===== src/rtl/shift_rotate_core.sv =====
// shift_rotate_core: parametrised shift/rotate MMIO peripheral on the slot bus.
// An operation is started by a CTRL write with start=1. OPERAND, shamt and
// mode are snapshotted, and RESULT and done appear STAGES cycles later.
// Optional feature macro: SHIFT_CORE_FLAGS_EN enables the zero/carry/overrun flags.
// When the macro is undefined, STATUS[4:2] read as 0.
module shift_rotate_core #(
    parameter int W      = 32,
    parameter int STAGES = 2
) (
    input  logic        clk,
    input  logic        reset_n,
    input  logic        cs,
    input  logic        read,
    input  logic        write,
    input  logic [4:0]  addr,
    input  logic [31:0] wr_data,
    output logic [31:0] rd_data
);
    localparam int SW = $clog2(W);
    localparam int CW = $clog2(STAGES + 1);

    localparam logic [4:0] ADDR_OPERAND = 5'd0;
    localparam logic [4:0] ADDR_CTRL    = 5'd1;
    localparam logic [4:0] ADDR_RESULT  = 5'd2;
    localparam logic [4:0] ADDR_STATUS  = 5'd3;

    localparam logic [1:0] MODE_LSL = 2'b00;
    localparam logic [1:0] MODE_LSR = 2'b01;
    localparam logic [1:0] MODE_ASR = 2'b10;
    localparam logic [1:0] MODE_ROR = 2'b11;

    typedef enum logic {IDLE, RUN} state_t;

    state_t          state_q;
    logic [CW-1:0]   cnt_q;
    logic [W-1:0]    operand_q;
    logic [SW-1:0]   shamt_q;
    logic [1:0]      mode_q;
    logic [W-1:0]    opOperand_q;
    logic [SW-1:0]   opShamt_q;
    logic [1:0]      opMode_q;
    logic [W-1:0]    result_q;
    logic            done_q;
    logic [31:0]     rdData_q;
`ifdef SHIFT_CORE_FLAGS_EN
    logic            zero_q;
    logic            carry_q;
    logic            overrun_q;
`endif

    logic [W-1:0]    shiftRes_d;
    logic            shiftCarry_d;
    logic [W-1:0]    lslPre;
    logic [W-1:0]    rsPre;
    logic [2*W-1:0]  rorWide;
    logic [31:0]     rdMux_d;
    logic            wrOperand;
    logic            wrCtrl;
    logic            wrStatus;
    logic            startReq;
    logic            busy;
    logic            unused_inputs;

    assign wrOperand = cs && write && (addr == ADDR_OPERAND);
    assign wrCtrl    = cs && write && (addr == ADDR_CTRL);
    assign wrStatus  = cs && write && (addr == ADDR_STATUS);
    assign startReq  = wrCtrl && wr_data[8];
    assign busy      = (state_q == RUN);
    assign rd_data   = rdData_q;

    // Shift/rotate datapath working on the snapshot of the in-flight operation.
    // The carry is the last bit shifted out, taken one position short of the full shift.
    always_comb begin
        shiftRes_d   = opOperand_q;
        shiftCarry_d = 1'b0;
        lslPre       = opOperand_q << (opShamt_q - SW'(1));
        rsPre        = opOperand_q >> (opShamt_q - SW'(1));
        rorWide      = {opOperand_q, opOperand_q} >> opShamt_q;
        if (opShamt_q != '0) begin
            case (opMode_q)
                MODE_LSL: begin
                    shiftRes_d   = opOperand_q << opShamt_q;
                    shiftCarry_d = lslPre[W-1];
                end
                MODE_LSR: begin
                    shiftRes_d   = opOperand_q >> opShamt_q;
                    shiftCarry_d = rsPre[0];
                end
                MODE_ASR: begin
                    shiftRes_d   = $signed(opOperand_q) >>> opShamt_q;
                    shiftCarry_d = rsPre[0];
                end
                MODE_ROR: begin
                    shiftRes_d   = rorWide[W-1:0];
                    shiftCarry_d = rorWide[W-1];
                end
                default: begin
                    shiftRes_d   = opOperand_q;
                    shiftCarry_d = 1'b0;
                end
            endcase
        end
    end

    // Control FSM plus the register file.
    // For done, the W1C clear comes before the completion set, so a set in the same cycle wins.
    always_ff @(posedge clk or negedge reset_n) begin
        if (!reset_n) begin
            state_q     <= IDLE;
            cnt_q       <= '0;
            operand_q   <= '0;
            shamt_q     <= '0;
            mode_q      <= '0;
            opOperand_q <= '0;
            opShamt_q   <= '0;
            opMode_q    <= '0;
            result_q    <= '0;
            done_q      <= 1'b0;
`ifdef SHIFT_CORE_FLAGS_EN
            zero_q      <= 1'b0;
            carry_q     <= 1'b0;
            overrun_q   <= 1'b0;
`endif
        end else begin
            if (wrOperand) begin
                operand_q <= wr_data[W-1:0];
            end
            if (wrCtrl) begin
                shamt_q <= wr_data[SW-1:0];
                mode_q  <= wr_data[6:5];
            end
            if (wrStatus && wr_data[1]) begin
                done_q <= 1'b0;
            end
`ifdef SHIFT_CORE_FLAGS_EN
            if (wrStatus && wr_data[4]) begin
                overrun_q <= 1'b0;
            end
`endif
            case (state_q)
                IDLE: begin
                    if (startReq) begin
                        opOperand_q <= operand_q;
                        opShamt_q   <= wr_data[SW-1:0];
                        opMode_q    <= wr_data[6:5];
                        cnt_q       <= CW'(STAGES);
                        done_q      <= 1'b0;
                        state_q     <= RUN;
                    end
                end
                RUN: begin
                    cnt_q <= cnt_q - CW'(1);
`ifdef SHIFT_CORE_FLAGS_EN
                    if (startReq) begin
                        overrun_q <= 1'b1;
                    end
`endif
                    if (cnt_q == CW'(1)) begin
                        result_q <= shiftRes_d;
                        done_q   <= 1'b1;
                        state_q  <= IDLE;
`ifdef SHIFT_CORE_FLAGS_EN
                        zero_q   <= (shiftRes_d == '0);
                        carry_q  <= shiftCarry_d;
`endif
                    end
                end
                default: state_q <= IDLE;
            endcase
        end
    end

    // Read multiplexer. Unmapped addresses and unused bits return 0.
    always_comb begin
        rdMux_d = '0;
        case (addr)
            ADDR_OPERAND: rdMux_d[W-1:0] = operand_q;
            ADDR_CTRL: begin
                rdMux_d[SW-1:0] = shamt_q;
                rdMux_d[6:5]    = mode_q;
            end
            ADDR_RESULT:  rdMux_d[W-1:0] = result_q;
            ADDR_STATUS: begin
                rdMux_d[0] = busy;
                rdMux_d[1] = done_q;
`ifdef SHIFT_CORE_FLAGS_EN
                rdMux_d[2] = zero_q;
                rdMux_d[3] = carry_q;
                rdMux_d[4] = overrun_q;
`endif
            end
            default: rdMux_d = '0;
        endcase
    end

    // Registered read data, which only changes on a qualified read.
    always_ff @(posedge clk or negedge reset_n) begin
        if (!reset_n) begin
            rdData_q <= '0;
        end else if (cs && read) begin
            rdData_q <= rdMux_d;
        end
    end

`ifdef SHIFT_CORE_FLAGS_EN
    assign unused_inputs = ^wr_data;
`else
    assign unused_inputs = ^{wr_data, shiftCarry_d};
`endif

endmodule


===== config.mk =====
export PLATFORM = sky130hd
export DESIGN_NAME = shift_rotate_core
export DESIGN_NICKNAME = d
export VERILOG_FILES = /design/src/rtl/shift_rotate_core.sv
export SDC_FILE = /design/constraint.sdc
export NUM_CORES = 1
export LEC_CHECK = 0
export ABC_AREA = 1
export BUFFER_PORTS_ARGS = -buffer_cell sky130_fd_sc_hd__buf_2
export CORE_MARGIN = 3
export CORE_UTILIZATION = 45
export CTS_CLUSTER_SIZE = 28
export DETAILED_ROUTE_END_ITERATION = 12
export PLACE_DENSITY = 0.66
export SYNTH_ARGS = -nofsm -noshare
export SYNTH_HDL_FRONTEND = slang
export SYNTH_SLANG_ARGS = --single-unit

===== constraint.sdc =====
create_clock -name clk -period 1.41 [get_ports clk]
set_input_delay 0.0705 -clock clk [delete_from_list [all_inputs] [get_ports clk]]
set_output_delay 0.0705 -clock clk [all_outputs]
set_load 0.03 [all_outputs]

==> flow_metrics.tcl, run 1 <==
set metrics [dict create \
    synth_cells 1526 \
    status "complete, but fails checks" \
    hold_class "primary input to asynchronous set/reset pin" \
    grt_pass1_vias 11660 \
    slew_viol_final 0 \
    diodes 0 \
    clk-insertion-delay-late_ns 0.44 \
    slowest_stage "dfrtp_2" \
    dp_hpwl_mm 33.4 \
    p_clk_share_pct 25.3 \
    cap_violations 0 \
    grt_setup_unrepaired "true" \
    end_kind "flop" \
    synth_area_per_cell_sq_um 6.71 \
    slew_headroom_pct 59.2 \
    crit_end "result_q[22]" \
    cp.arrival_ns 2.37 \
    synthDistinctLibCells 43 \
    port_buffers 73 \
    cts_sinks 146 \
    skew_ns 0.0120 \
    period_share_pct 145 \
    reg2reg_depth 13 \
    area_growth_pct 50.9 \
    yosysTopAreaCell "dfrtp_1" \
    r2r_end "result_q[22]" \
    drtPass1Iterations 7 \
    drc 0 \
    period_minus_slack_ns 2.04 \
    synth_nets 1569 \
    syn_area_sq_um 10200 \
    cp-start-kind "flop" \
    antenna_found_initial 0 \
    p_comb_share_pct 45.2 \
    startpoint "opShamt_q[0]" \
    max_stage_delay_ns 0.39 \
    synth_common_cells "nand2_1 (460), nand3_1 (340), dfrtp_1 (146)" \
    drtAntennaViolNets 0 \
    yosysMostFrequentCell "nand2_1" \
    htreeDepth 4 \
    async_reset_ff_share_pct 100 \
    synth_edf_count 0 \
    synthAdderAreaFrac_pct 0.122 \
    coreArea_sq_um 22100 \
    synth_top_family_by_area "simple AND/OR/NAND/NOR gates" \
    dieArea_sq_um 24600 \
    crit_chain "buf_12 > inv_16 > buf_4 > nand2_2 > nand3_1 > nand3_2 > nand3_1 > nand3_2 > nand3_1 > nor2_2 > nand2_2 > nand2_1 > nand2_1" \
    swShare_pct 42.6 \
    cts_tree "done" \
    fp-row-count 54 \
    pre_cts_slack_ns -0.674 \
    postLayoutSetupSlackWorst_ns -0.633 \
    synthXorXnorAreaFrac_pct 0 \
    io_pins 74 \
    cts_buffers 17 \
    hold_viol_final 0 \
    fin_tns_setup_ns -17.72 \
    ys_ff_latch 146 \
    critPathMostFrequentCell "nand3_1" \
    grt_max_degree 54 \
    cts_buffer_depth 2 \
    drtIter0Drc 1274 \
    yosysSeqAreaShare_pct 35.7 \
    synthTopCellsByArea "dfrtp_1 (36%), nand2_1 (17%), nand3_1 (17%)" \
    via_per_inst 5.97 \
    drive_above_1_share_pct 42.5 \
    worstReg2RegStart "opShamt_q[0]" \
    synth-simple-area-share_pct 44.6 \
    setup_violations 32 \
    worst_pin_slew_ns 0.610 \
    p_sw_uw 7830 \
    vias 12551 \
    cp_max_fo 11 \
    clockRootBuffer "clkbuf_16" \
    ir_worst_vdd_v 0.000771 \
    crit_type "flop to flop" \
    cp.required_ns 1.74 \
    overflow 0 \
    muxShareOfSynthArea_pct 0.440 \
    p_int_uw 10500 \
    timing.fmax_mhz 490 \
    grt_usage_pct 36.7 \
    fp.dieH_um 157 \
    grt_pass1_wl_mm 68.4 \
    leakagePower_uw 0.00789 \
    clk_pin_slew_worst_paths_ns 0.07 \
    routed_wirelength_mm 46.9 \
    fin_nets 1854 \
    ys.flop_type "dfrtp_1" \
    synth_top_area_share_pct 35.7 \
    r2r_slack_ns -0.63 \
    power_density_nw_per_um2 1190 \
    yosysWarnings 0 \
    initial_core_util_pct 46.3 \
    pwr-share-seq_pct 29.5 \
    place.gp.congestion 1.03 \
    failed_checks "setup timing" \
    wl_per_cell_um 22.3 \
    die_w_um 157 \
    synth_compound_area_share_pct 11.4 \
]
[through the flow]
step | utilization [%] | total power, uW | hold WS, ns | area, sq um | cells
2_1_floorplan | - | 9050 | -0.225 | 10500 | 1526
3_5_place_dp | 57.2 | 11900 | -0.0182 | 12600 | 2014
3_3_place_gp | 57.2 | 11900 | -0.0227 | 12600 | 2014
5_1_grt | 69.9 | 19100 | 0.110 | 15400 | 2104
4_1_cts | 65.4 | 17300 | 0.0825 | 14400 | 2092
6_report | 69.9 | 18400 | 0.0894 | 15400 | 2104
[power groups by stage]
stage          sequential (uW)  clock [uW]  combinational, uW
2_1_floorplan             5460           0               3600
3_3_place_gp              5420           0               6440
3_5_place_dp              5430           0               6470
4_1_cts                   5380        4670               7270
5_1_grt                   5500        4810               8790
6_report                  5430        4650               8300
[worst max-delay path: cells and delay by family, from the launching register on]
kind                   cells  cell delay (ns)
and+or+nand+nor           10             1.12
buffers and inverters      3             0.42
DFF                        1             0.39
[timing repair]
action,CTS,global route
hold endpoints to repair,190,0
pin swaps,32,52
hold buffers,33,0
gates cloned,3,3
endpoints found under the setup margin,32,32
buffers inserted,10,9
resized for setup,180,189
[cell families after synthesis]
logic type | after synthesis
AO/OA/AOI/OAI | 205
adder cells (fa/ha/maj) | 1
buffers and inverters | 165
flip-flops | 146
multiplexers | 4
AND/OR/NAND/NOR | 1005
[metal layers]
| metal | track usage [%] | wire length, um | vias to the layer above |
|---|---|---|---|
| li1 | - | - | 5711 |
| met3 | 4.56 | 4010 | 133 |
| met1 | 52.1 | 19400 | 6030 |
| met4 | 12.1 | 2030 | 0 |
| met2 | 58.2 | 21500 | 677 |
| met5 | 0 | 0 | - |
[cell type report]
type,count,area (sq um)
clock buffer,18,439
sequential,146,3660
timing repair inverter,2,28.8
clock inverter,14,143
tap,280,350
fill,1818,6650
timing repair buffer,361,3120
multi-input combinational,1215,7430
inverter,68,284
[sequential cells by signal, summed over array words and instances (netlist names)]
register     count
operand_q       32
busy             1
opOperand_q     32
mode_q           2
done_q           1
opShamt_q        5
result_q        32
rd_data         32
opMode_q         2
shamt_q          5
cnt_q            2
[cell usage in the layout (no fill, tap or decap), types with 5 or more instances in the layout]
cell,n
a21oi_1,48
a21oi_2,12
a31oi_1,25
buf_12,29
buf_2,72
buf_4,210
buf_6,11
clkbuf_16,20
dfrtp_1,142
dlygate4sd3_1,33
inv_1,52
inv_2,9
inv_8,5
nand2_1,349
nand2_2,98
nand2_4,46
nand3_1,176
nand3_2,161
nand3_4,22
nand4_1,5
nor2_1,111
nor2_2,18
nor2_4,9
o211ai_1,15
o21ai_0,28
o21ai_1,47
o21ai_2,19
[worst min path at each step]
| stage | startpoint | endpoint | slack (ns) | depth (start not counted) |
|---|---|---|---|---|
| after floorplan | reset_n | busy | -0.23 | 0 |
| after global placement | reset_n | rd_data[9] | -0.02 | 1 |
| after detailed placement | reset_n | rd_data[9] | -0.02 | 1 |
| after CTS | reset_n | rd_data[9] | 0.08 | 2 |
| after global routing | reset_n | rd_data[9] | 0.11 | 2 |
| final | reset_n | rd_data[9] | 0.09 | 2 |
Power figures use the tool's default switching activity.
==> run 2, diff against run 1 <==
PLACE_DENSITY = 0.63   (was 0.66)
clock period = 2.5 ns   (was 1.41 ns; I/O delays follow)
==> flow_metrics.tcl, run 2 (synthesis gave the netlist of run 1 again) <==
set metrics [dict create \
    grt_max_degree 62 \
    dieArea_sq_um 24600 \
    io_pins 74 \
    cts_sinks 146 \
    cp.required_ns 2.87 \
    routed_wirelength_mm 42.6 \
    crit_type "flop to flop" \
    ir_worst_vdd_v 0.000346 \
    place_inst 1832 \
    drive_above_1_share_pct 15.4 \
    leakagePower_uw 0.00604 \
    fin_nets 1646 \
    n_fill_cell 2261 \
    cts_buffers 17 \
    slew_headroom_pct 33.8 \
    final_area_sq_um 11800 \
    via_per_inst 5.92 \
    cts_resized 0 \
    diodes 0 \
    swShare_pct 42.2 \
    setup_violations 0 \
    p_sw_uw 3740 \
    cp.arrival_ns 2.81 \
    cp-start-kind "flop" \
    initial_core_util_pct 46.3 \
    worst_pin_slew_ns 0.992 \
    drtIter0Drc 1389 \
    grt_pass1_vias 10632 \
    clk-insertion-delay-late_ns 0.44 \
    slew_viol_final 0 \
    wl_per_cell_um 22.5 \
    r2r_slack_ns 0.06 \
    instances_no_fill 1896 \
    hold_depth 3 \
    finalCoreUtilization_pct 53.5 \
    skew_ns 0.0162 \
    p_comb_share_pct 35.4 \
    period_share_pct 97.4 \
    p_clk_share_pct 30.2 \
    grt_setup_unrepaired "false" \
    startpoint "opShamt_q[0]" \
    coreArea_sq_um 22100 \
    ctsHoldBuffers 32 \
    hold_class "primary input to flop" \
    fin_tns_setup_ns 0 \
    final_cell_mix "nand2_1 (460), nand3_1 (340), dfrtp_1 (143)" \
    r2r_end "result_q[3]" \
    pwr-share-seq_pct 34.4 \
    worstReg2RegStart "opShamt_q[0]" \
    fp-row-count 54 \
    cap_violations 0 \
    die_w_um 157 \
    min_to "mode_q[1]" \
    antenna_found_initial 1 \
    hold_start "wr_data[6]" \
    period_minus_slack_ns 2.44 \
    drtAntennaViolNets 0 \
    grt_pass1_wl_mm 64.3 \
    post_cts_buffers 0 \
    hold_viol_final 0 \
    area_growth_pct 15.6 \
    cts_tree "done" \
    dp_hpwl_mm 31.7 \
    port_buffers 73 \
    cts_buffer_depth 2 \
    drc 0 \
    placed_area_sq_um 10900 \
    final_common_cell "nand2_1" \
    htreeDepth 4 \
    fp.dieH_um 157 \
    status "completed" \
    place.gp.congestion 1.04 \
    drtPass1Iterations 6 \
    grt_usage_pct 34.8 \
    p_int_uw 5130 \
    cp_max_fo 32 \
    timing.fmax_mhz 411 \
    clockRootBuffer "clkbuf_16" \
    power_density_nw_per_um2 750 \
    end_kind "flop" \
    hold_slack_ns 0.0453 \
    overflow 0 \
    vias 11225 \
    clk_pin_slew_worst_paths_ns 0.08 \
    reg2reg_depth 10 \
]
==> run 2: worst max path at each step <==
stage                     slack (ns)  cells after the start           end
after global routing            0.03                     11  result_q[16]
after detailed placement        0.23                     11  result_q[16]
after floorplan                 0.95                     14  result_q[23]
after CTS                       0.22                     11  result_q[16]
after global placement          0.14                     11  result_q[16]
final                           0.06                     10   result_q[3]
==> run 2: power by group through the flow <==
stage          registers, uW  clock network (uW)  logic [uW]
2_1_floorplan           3070                   0        1940
5_1_grt                 3090                2800        3400
3_3_place_gp            3090                   0        3020
6_report                3060                2680        3140
3_5_place_dp            3090                   0        3020
4_1_cts                 3050                2700        3070
==> run 2: stage by stage <==
step / total power (uW) / setup slack (ns)
2_1_floorplan: 5010 / 0.955
3_3_place_gp: 6100 / 0.143
3_5_place_dp: 6100 / 0.227
4_1_cts: 8810 / 0.216
5_1_grt: 9290 / 0.0294
6_report: 8870 / 0.0644
==> run 2: area by class of cell <==
class                   count  area [sq um]  share of cell area [%]
clock buffers              18           429                    3.63
clock inverters            14           144                    1.22
inverters                  68           268                    2.26
multi-input cells        1215          5790                    48.9
flip-flops and latches    146          3660                    30.9
well taps                 280           350                    2.96
repair buffers            155          1190                    10.1
==> run 2: worst max-delay path: stages (launching register included) <==
cell	delay, ns
dfrtp_1	0.47
inv_8	0.29
nand2_2	0.16
nand3_1	0.12
nand3_1	0.12
nand2_1	0.20
o21ai_0	0.13
buf_4	0.15
o21ai_0	0.47
nand3_1	0.15
nand2_1	0.09
==> run 2: per-layer routing <==
layer | global-route usage, % | up-vias | share of wire (%)
met5 | 0 | - | 0.021
met4 | 10.7 | 2 | 3.2
met3 | 9.60 | 90 | 9.9
met2 | 52.0 | 554 | 43
met1 | 49.3 | 5306 | 43
li1 | - | 5273 | -
==> run 3, diff against run 2 <==
BUFFER_PORTS_ARGS = -buffer_cell sky130_fd_sc_hd__buf_4   (was -buffer_cell sky130_fd_sc_hd__buf_2)
CORE_ASPECT_RATIO = 1.2   (was unset)
PLACE_DENSITY = unset   (was 0.63)
==> flow_metrics.tcl, run 3 (synthesis gave the netlist of run 1 again) <==
set metrics [dict create \
    status "completed" \
    die_w_um 144 \
    p_int_uw 5200 \
    drtPass1Iterations 6 \
    power_density_nw_per_um2 737 \
    cap_violations 0 \
    use_met3_pct 6.28 \
    grt_usage_pct 36.8 \
    crit_family "simple AND/OR/NAND/NOR gates" \
    grt-busiest-layer "met2" \
    initial_core_util_pct 46.5 \
    fp.dieH_um 171 \
    use_met1_pct 49.6 \
    timing.fmax_mhz 430 \
    critPathMostFrequentCell "nand3_1" \
    clk_pin_slew_worst_paths_ns 0.07 \
    routed_wirelength_mm 44.7 \
    cp.required_ns 2.86 \
    postLayoutSetupSlackWorst_ns 0.173 \
    cts_sinks 146 \
    p_total_uw 8960 \
    fin_nets 1670 \
    cp.arrival_ns 2.69 \
    cp-start-kind "flop" \
    worst_pin_slew_ns 0.970 \
    grt_pass1_vias 10976 \
    final_cell_mix "nand2_1 (460), nand3_1 (340), dfrtp_1 (143)" \
    crit_chain "buf_12 > inv_8 > buf_4 > nand2_1 > nand3_1 > nand3_1 > nand3_1 > a21oi_1 > or2_0 > inv_1 > nand3_1 > nand2_1" \
    drive_above_1_share_pct 16.7 \
    wl_per_cell_um 23.4 \
    slew_headroom_pct 35.3 \
    post_cts_buffers 0 \
    cts_buffer_depth 2 \
    overflow 0 \
    place.gp.congestion 1.04 \
    clockRootBuffer "clkbuf_16" \
    slew_viol_final 0 \
    period_minus_slack_ns 2.33 \
    fp-row-count 59 \
    fin_tns_setup_ns 0 \
    leakagePower_uw 0.00620 \
    drtAntennaViolNets 0 \
    dp_hpwl_mm 33.4 \
    pwr-share-seq_pct 34.7 \
    io_pins 74 \
    crit_type "flop to flop" \
    port_buffers 73 \
    grt_pass1_wl_mm 67.5 \
    cp_max_fo 28 \
    swShare_pct 42.0 \
    coreArea_sq_um 22000 \
    setup_violations 0 \
    dieArea_sq_um 24600 \
    antenna_found_initial 1 \
    drc 0 \
    hold_viol_final 0 \
    grt_max_degree 71 \
    p_clk_share_pct 28.8 \
    ir_worst_vdd_v 0.000501 \
    area_growth_pct 18.9 \
    final_common_cell "nand2_1" \
    hold_class "primary input to flop" \
    via_per_inst 6.05 \
    period_share_pct 93.1 \
    grt_use_met2_pct 57.6 \
    p_sw_uw 3770 \
    skew_ns 0.0249 \
    grt_setup_unrepaired "false" \
    p_comb_share_pct 36.6 \
    clk-insertion-delay-late_ns 0.44 \
    htreeDepth 4 \
    slowest_stage "dfrtp_1" \
    cts_buffers 17 \
    cts_tree "done" \
    critPathBufInv 4 \
    pre_cts_slack_ns 0.234 \
    end_kind "flop" \
    max_stage_delay_ns 0.40 \
    drtIter0Drc 1336 \
    diodes 0 \
    vias 11574 \
]
==> run 3: changes by cell type in the layout (fill, tap and decap cells not counted) <==
| cell | delta |
|---|---|
| inv_8 | -2 |
| buf_12 | -1 |
| inv_6 | +1 |
| clkinv_2 | -2 |
| buf_4 | +97 |
| clkinvlp_4 | +1 |
| clkinv_4 | +2 |
| buf_2 | -72 |
| clkbuf_1 | -1 |
==> run 3: layout make-up <==
cell class / instances / area, sq um
Fill cell: 2206 / 9830
Multi-Input combinational cell: 1215 / 5790
Tap cell: 274 / 343
Sequential cell: 146 / 3660
Clock inverter: 14 / 145
Clock buffer: 17 / 425
Inverter: 68 / 268
Timing Repair Buffer: 179 / 1540
==> run 3: worst paths after layout <==
check / from / end / slack, ns / cells past startpoint
worst max-delay path: opShamt_q[0] / result_q[14] / 0.17 / 12
worst min-delay path: wr_data[8] / cnt_q[0] / 0.05 / 4
worst max register to register: opShamt_q[0] / result_q[14] / 0.17 / 12
worst min register to register: result_q[3] / result_q[3] / 0.49 / 2
max in group asynchronous: reset_n / rd_data[24] / 1.48 / 3
min in group asynchronous: reset_n / rd_data[30] / 0.23 / 2
==> run 3: through the flow <==
| step | util, % | cells | cell area, sq um | hold slack, ns |
|---|---|---|---|---|
| floorplan | - | 1526 | 10200 | -0.171 |
| global placement | 51.2 | 1850 | 11300 | 0.133 |
| detailed placement | 51.2 | 1850 | 11300 | 0.125 |
| CTS | 55.3 | 1913 | 12200 | 0.0448 |
| global route | 55.3 | 1913 | 12200 | 0.0760 |
| finish | 55.3 | 1913 | 12200 | 0.0516 |
==> run 3: power groups by stage <==
stage | Clock (uW) | Sequential (uW) | Combinational, uW
global placement | 0 | 3120 | 3150
detailed placement | 0 | 3120 | 3160
CTS | 2600 | 3080 | 3210
finish | 2580 | 3110 | 3280
floorplan | 0 | 3070 | 1940
global route | 2700 | 3140 | 3540
==> run 3: metal layers <==
layer / part of all wire, % / up-vias / wire [um]
met1: 40 / 5486 / 17900
met4: 5.7 / 2 / 2570
met5: 0.027 / - / 12
met2: 45 / 644 / 20000
li1: - / 5309 / -
met3: 9.4 / 133 / 4190
==> run 3: repair_timing <==
action / 4_1_cts / 5_1_grt
endpoints found under the hold margin: 90 / 0
hold buffers: 32 / 0
gates resized for setup: 0 / 0
endpoints found under the setup margin: 0 / 0
==> run 3: tightest hold or removal path, delay by kind of cell <==
kind                   cells  cell delay [ns]
AND/OR/NAND/NOR            2             0.15
AO/OA/AOI/OAI              1             0.06
buffers and inverters      1             0.10
